### src/rtl/md_stall_ctrl_pkg.sv
`default_nettype none
// ============================================================================
// Module   : md_stall_ctrl_pkg
// Purpose  : Shared opcode/funct constants and shadow-FSM state encoding for
//            the multiply/divide stall controller.
// Ports    : none (package)
// Revision : 1.0  initial release
// ============================================================================
package md_stall_ctrl_pkg;

   // Primary opcode of R-type instructions
   localparam logic [5:0] c_OP_SPECIAL = 6'b000000;

   // Operations that start the multiply/divide unit
   localparam logic [5:0] c_FN_MULT    = 6'b011000;
   localparam logic [5:0] c_FN_MULTU   = 6'b011001;
   localparam logic [5:0] c_FN_DIV     = 6'b011010;
   localparam logic [5:0] c_FN_DIVU    = 6'b011011;

   // HI/LO accesses that must wait for an in-flight operation
   localparam logic [5:0] c_FN_MFHI    = 6'b010000;
   localparam logic [5:0] c_FN_MTHI    = 6'b010001;
   localparam logic [5:0] c_FN_MFLO    = 6'b010010;
   localparam logic [5:0] c_FN_MTLO    = 6'b010011;

   typedef enum logic [1:0] {
      IDLE      = 2'd0,
      MULT_WAIT = 2'd1,
      DIV_WAIT  = 2'd2
   } md_state_e;

endpackage : md_stall_ctrl_pkg
`default_nettype wire

### src/rtl/md_stall_ctrl_md_class_dec.sv
`default_nettype none
// ============================================================================
// Module   : md_class_dec
// Purpose  : Combinational classification of one instruction word into the
//            multiply/divide classes used by the stall controller.
// Ports    : instr_i        [31:0] instruction word
//            is_md_start_o         mult/multu/div/divu
//            is_md_access_o        mfhi/mthi/mflo/mtlo
//            is_div_o              div/divu (subset of is_md_start_o)
// Revision : 1.0  initial release
// ============================================================================
module md_class_dec
   import md_stall_ctrl_pkg::*;
(
   input  logic [31:0] instr_i,
   output logic        is_md_start_o,
   output logic        is_md_access_o,
   output logic        is_div_o
);

   logic w_special;
   assign w_special = (instr_i[31:26] == c_OP_SPECIAL);

   always_comb begin
      is_md_start_o  = 1'b0;
      is_md_access_o = 1'b0;
      if (w_special) begin
         case (instr_i[5:0])
            c_FN_MULT, c_FN_MULTU, c_FN_DIV, c_FN_DIVU: is_md_start_o  = 1'b1;
            c_FN_MFHI, c_FN_MTHI, c_FN_MFLO, c_FN_MTLO: is_md_access_o = 1'b1;
            default: ;
         endcase
      end
      // Within the start group, funct[1] separates div/divu from mult/multu
      is_div_o = is_md_start_o & instr_i[1];
   end

endmodule : md_class_dec
`default_nettype wire

### src/rtl/md_stall_ctrl.sv
`default_nettype none
// ============================================================================
// Module   : md_stall_ctrl
// Purpose  : Issue-side partner of the E-stage multiply/divide unit. Stalls
//            D-stage HI/LO-class instructions while an operation is in
//            flight, shadows the unit latency, flags handshake mismatches and
//            counts stall cycles (saturating).
// Ports    : clk, reset          clock, synchronous active-high reset
//            instr_D, instr_E    [31:0] D- and E-stage instructions
//            start_E, busy_E     handshake from the multiply/divide unit
//            stall_md            stall PC/F/D, bubble E (combinational)
//            md_pending          shadow FSM busy
//            pending_div         in-flight op is div/divu
//            proto_err           sticky handshake-mismatch flag
//            stall_cnt [CNT_W]   saturating stall-cycle count
// Revision : 1.0  initial release
// ============================================================================
module md_stall_ctrl
   import md_stall_ctrl_pkg::*;
#(
   parameter int MULT_CYCLES = 5,
   parameter int DIV_CYCLES  = 10,
   parameter int CNT_W       = 32
) (
   input  logic             clk,
   input  logic             reset,
   input  logic [31:0]      instr_D,
   input  logic [31:0]      instr_E,
   input  logic             start_E,
   input  logic             busy_E,
   output logic             stall_md,
   output logic             md_pending,
   output logic             pending_div,
   output logic             proto_err,
   output logic [CNT_W-1:0] stall_cnt
);

   localparam int c_MAX_CYCLES = (DIV_CYCLES > MULT_CYCLES) ? DIV_CYCLES : MULT_CYCLES;
   localparam int c_CNT_BITS   = $clog2(c_MAX_CYCLES + 1);

   localparam logic [c_CNT_BITS-1:0] c_MULT_LOAD = c_CNT_BITS'(MULT_CYCLES);
   localparam logic [c_CNT_BITS-1:0] c_DIV_LOAD  = c_CNT_BITS'(DIV_CYCLES);
   localparam logic [c_CNT_BITS-1:0] c_ONE       = c_CNT_BITS'(1);

   // ------------------------------------------------------------------
   // Decode of both pipeline stages
   // ------------------------------------------------------------------
   logic w_d_start, w_d_access, w_d_div;
   logic w_e_start, w_e_access, w_e_div;

   md_class_dec u_dec_d (
      .instr_i        (instr_D),
      .is_md_start_o  (w_d_start),
      .is_md_access_o (w_d_access),
      .is_div_o       (w_d_div)
   );

   md_class_dec u_dec_e (
      .instr_i        (instr_E),
      .is_md_start_o  (w_e_start),
      .is_md_access_o (w_e_access),
      .is_div_o       (w_e_div)
   );

   // D-stage div flag and E-stage access flag have no role here
   logic w_unused_dec;
   assign w_unused_dec = w_d_div ^ w_e_access;

   // ------------------------------------------------------------------
   // Shadow FSM with registered status outputs
   // ------------------------------------------------------------------
   md_state_e             state_q;
   logic [c_CNT_BITS-1:0] cnt_q;
   logic                  md_pending_q;
   logic                  pending_div_q;

   logic w_d_class;
   logic w_start_ok;
   logic w_err_now;

   assign w_d_class  = w_d_start | w_d_access;
   assign w_start_ok = start_E & w_e_start;

   // A second start while busy (last start wins), a start on a non-MD
   // instruction, or the unit's busy disagreeing with the shadow FSM
   assign w_err_now  = (start_E & ~w_e_start)
                     | (w_start_ok & md_pending_q)
                     | (md_pending_q != busy_E);

   always_ff @(posedge clk) begin
      if (reset) begin
         state_q       <= IDLE;
         cnt_q         <= '0;
         md_pending_q  <= 1'b0;
         pending_div_q <= 1'b0;
      end else if (w_start_ok) begin
         md_pending_q <= 1'b1;
         if (w_e_div) begin
            state_q       <= DIV_WAIT;
            cnt_q         <= c_DIV_LOAD;
            pending_div_q <= 1'b1;
         end else begin
            state_q       <= MULT_WAIT;
            cnt_q         <= c_MULT_LOAD;
            pending_div_q <= 1'b0;
         end
      end else begin
         case (state_q)
            IDLE: ;
            MULT_WAIT, DIV_WAIT: begin
               if (cnt_q == c_ONE) begin
                  state_q       <= IDLE;
                  cnt_q         <= '0;
                  md_pending_q  <= 1'b0;
                  pending_div_q <= 1'b0;
               end else begin
                  cnt_q <= cnt_q - c_ONE;
               end
            end
            default: begin
               state_q       <= IDLE;
               cnt_q         <= '0;
               md_pending_q  <= 1'b0;
               pending_div_q <= 1'b0;
            end
         endcase
      end
   end

   // ------------------------------------------------------------------
   // Sticky protocol error
   // ------------------------------------------------------------------
   logic proto_err_q;

   always_ff @(posedge clk) begin
      if (reset) begin
         proto_err_q <= 1'b0;
      end else if (w_err_now) begin
         proto_err_q <= 1'b1;
      end
   end

   // ------------------------------------------------------------------
   // Stall generation and saturating stall counter
   // ------------------------------------------------------------------
   logic             w_stall;
   logic [CNT_W-1:0] stall_cnt_q;
   logic [CNT_W-1:0] stall_cnt_d;

   assign w_stall = w_d_class & (start_E | busy_E | md_pending_q);

   always_comb begin
      stall_cnt_d = stall_cnt_q;
      if (w_stall && (stall_cnt_q != {CNT_W{1'b1}})) begin
         stall_cnt_d = stall_cnt_q + CNT_W'(1);
      end
   end

   always_ff @(posedge clk) begin
      if (reset) begin
         stall_cnt_q <= '0;
      end else begin
         stall_cnt_q <= stall_cnt_d;
      end
   end

   assign stall_md    = w_stall;
   assign md_pending  = md_pending_q;
   assign pending_div = pending_div_q;
   assign proto_err   = proto_err_q;
   assign stall_cnt   = stall_cnt_q;

endmodule : md_stall_ctrl
`default_nettype wire
### config.mk
export PLATFORM = sky130hd
export DESIGN_NAME = md_stall_ctrl
export DESIGN_NICKNAME = d
export VERILOG_FILES = /design/src/rtl/md_stall_ctrl_pkg.sv /design/src/rtl/md_stall_ctrl_md_class_dec.sv /design/src/rtl/md_stall_ctrl.sv
export SDC_FILE = /design/constraint.sdc
export NUM_CORES = 1
export LEC_CHECK = 0
export CORE_MARGIN = 2
export CORE_UTILIZATION = 41
export CTS_CLUSTER_DIAMETER = 120
export DETAILED_ROUTE_END_ITERATION = 7
export HOLD_SLACK_MARGIN = 0.05
export PLACE_DENSITY = 0.81
export SLEW_MARGIN = 40
export SYNTH_ARGS = -nofsm -noshare
export SYNTH_HDL_FRONTEND = slang
export SYNTH_SLANG_ARGS = --single-unit
### constraint.sdc
create_clock -name clk -period 2.55 [get_ports clk]
set_input_delay 0.51 -clock clk [delete_from_list [all_inputs] [get_ports clk]]
set_output_delay 0.51 -clock clk [all_outputs]
set_load 0.1 [all_outputs]
==> impl_results.md, run 1 <==
* Outcome: completed
* Worst hold path class: flop to flop
* Antenna cells at 0
* Hpwl dp at 3860 µm
* Slew Viols, Final at 0
* CTS H-tree lvls at 2
* Nets at 402
* Worst Tran Pin Value at 0.578 ns
* DRC violations left at 0
* FF+latch count, synth at 40
* Syn_nets at 334
* Largest net degree at the start of global routing at 18
* Family with the most delay on the worst path: buffers and inverters
* GPL Wtd Cong at 0.771
* Worst path most repeated cell: buf_4
* Crit path largest cell delay at 0.42 ns
* Critical path, cell by cell: clkdlybuf4s50_1 -> or3_1 -> nand4_1 -> buf_4 -> clkinvlp_4 -> buf_4 -> buf_12
* Post-synth EDFFs at 0
* CTS tree: done
* Unrepaired setup endpoints after global routing: false
* GRT Resource Usage Total at 17.9%
* Post-Syn Area at 2150 µm²
* Drt initial violations at 185
* Final hold vios at 0
* Relative slew slack at 60.5%
* Clk sinks at 40
* Starting Density at 42.3%
* Final Setup Violations at 0
* Minimum clock period at 2.47 ns
* Skew final at 0.00880 ns
* Setup Crit Path Kind: primary input to output pin
* Clock buffer depth at 2
* Cell Rows at 26
* Met2 Resource Use GR at 30.9%
* Share of cells above drive strength 1 at 26.0%
* GRT Residual Overflow at 0
* Core ar. at 5070 µm²
* Worst EP arrival at 1.96 ns
* Mapped Cells at 262
* Crit Path Max Fanout at 7
* Die X at 76.3 µm
* Lkg Pwr at 1.08 nW
* Bufs and invs on worst path at 5
* Via density at 5.53
* Syn_area_per_cell at 8.19 µm²
* Fillers at 482
* Top Usage Layer GRT: met2
* Post-CTS Hold Buffers at 0
* Clk_lat worst skew at 0.29 ns
* First-pass GRT wire length at 8940 µm
* M1 GR Usage at 23.1%
* Routed wire length at 5170 µm
* Initial antenna violation count at 0
* Synth cell types at 43
* Die Footprint at 5830 µm²
* Power Dens Cells at 413 nW/µm²
* CP endpoint kind: output pin
* Clock-pin slew on the worst setup and hold paths at 0.08 ns
* Register area share after synthesis at 37.3%
* Clk root buf: clkbuf_8
* Port Buffers at 59
* Boundary Pins at 104
* Max-cap viol count at 0
* Sum Neg Setup Slack at 0 ns
* Num CTS Buffers at 5
* Req. time, crit path at 2.04 ns
* Layout area overhead at 36.3%
* VDD IR-drop max at 0.290 mV
* DRT antenna net count at 0
* Final period util at 96.7%
* Vias in the first global route at 2026
* Top FF cell, synth: dfxtp_1
* Iteration count of the initial detailed-routing pass at 4
* Post-CTS resize count at 0
* DR vias at 2219
* Number of warnings issued by yosys at 0
* Fmax at 0.405 GHz
* Met3 Usage GRT at 4.27%
* Post-CTS Setup Bufs at 0
* Internal reg-to-reg setup slack at 0.37 ns
* Routed wire per std cell at 12.9 µm
* Die height at 76.3 µm
* CP startpoint kind: primary input
* Asr flop ratio synth at 0%
* Power Total at 1.21 mW
* CP max stage cell: clkdlybuf4s50_1
## synth_stat cells, types with 6 or more instances
cell | instances | area share, %
xnor2_1 | 8 | 3.3
or3_1 | 16 | 4.7
a21oi_1 | 26 | 6.1
nor4_1 | 7 | 2.0
nand3_1 | 16 | 3.7
o21ai_0 | 17 | 4.0
dfxtp_1 | 40 | 37
nand4_1 | 10 | 2.9
inv_1 | 14 | 2.4
nor2_1 | 26 | 4.5
nor2b_1 | 6 | 1.7
nand2_1 | 10 | 1.7
clkbuf_1 | 7 | 1.2
mux2_2 | 6 | 3.1
## state kept, by name, summed over array words and instances, names as in the netlist
signal      count
cnt_q           4
state_q         2
stall_cnt      32
proto_err       1
md_pending      1
## cell families after synthesis
kind of cell,Yosys count,share of synthesized area (%)
AOI/OAI and AO/OA,66,19.2
xor gates and xnor gates,8,3.27
adders and majority gates,4,2.33
buffers and inverters,24,4.37
DFF,40,37.3
muxes,6,3.15
and+or+nand+nor,114,30.3
## final timing paths
kind / cells after the start / end / startpoint
worst min-delay path: 2 / state_q[0] / state_q[0]
worst min register to register: 2 / state_q[0] / state_q[0]
worst max register to register: 6 / stall_cnt[19] / stall_cnt[0]
worst max-delay path: 7 / stall_md / start_E
## where the power goes
group	total [mW]	leakage [nW]	switching, mW	internal, mW
Clock	0.510	0.0552	0.219	0.291
Sequential	0.626	0.330	0.000803	0.625
Combinational	0.0738	0.699	0.0314	0.0423
## worst register-to-register path: stages (launching register included)
cell     delay, ns
dfxtp_2       0.40
ha_1          0.24
nand3_1       0.12
or2_0         0.42
nor4_4        0.50
nor4_1        0.12
mux2_2        0.29
## layout make-up
type	count	area [µm²]	area share, %
well taps	70	87.6	2.99
multi-input cells	198	1250	42.8
clock buffers	6	72.6	2.48
inverters	14	56.3	1.92
clock inverters	2	35.0	1.20
repair buffers	71	603	20.6
flip-flops and latches	40	820	28.0
## cell usage in the layout (no fill, tap or decap), types with 3 or more instances in the layout
master	instances
clkbuf_8	5
a21oi_1	26
o21ai_0	17
nor2_1	26
a2111oi_0	3
nand2_1	10
a31oi_1	3
clkdlybuf4s50_1	23
inv_1	13
and4_1	5
o21a_1	3
or3_1	16
nor2b_1	6
dfxtp_1	25
and3_1	5
mux2_2	6
nand3_1	16
nor3_1	3
xnor2_1	8
buf_4	47
ha_1	4
nand4_1	10
dfxtp_2	15
nor4_1	7
## metrics by stage
| stage | std cells | util [%] | setup WS [ns] | hold slack, ns | area (µm²) |
|---|---|---|---|---|---|
| global placement | 393 | 55.5 | 0.0469 | 0.473 | 2820 |
| floorplan | 262 | - | 0.00130 | 0.457 | 2170 |
| detailed placement | 393 | 55.5 | 0.0336 | 0.466 | 2820 |
| CTS | 401 | 57.6 | 0.0788 | 0.498 | 2930 |
| finish | 401 | 57.6 | 0.0829 | 0.493 | 2930 |
| global route | 401 | 57.6 | 0.0403 | 0.510 | 2930 |
## layer usage
metal	vias up	share of wire, %
li1	1117	-
met1	1030	45
met2	68	49
met3	4	5.9
met4	0	0.52
met5	-	0
(Power assumes the default switching activity.)
==> inputs of run 2 (changes only) <==
Settings changed: HOLD_SLACK_MARGIN 0.05 to 0.06.
==> results of run 2 <==
Same layout as run 1: the final DEF is identical, and so are final timing and power.
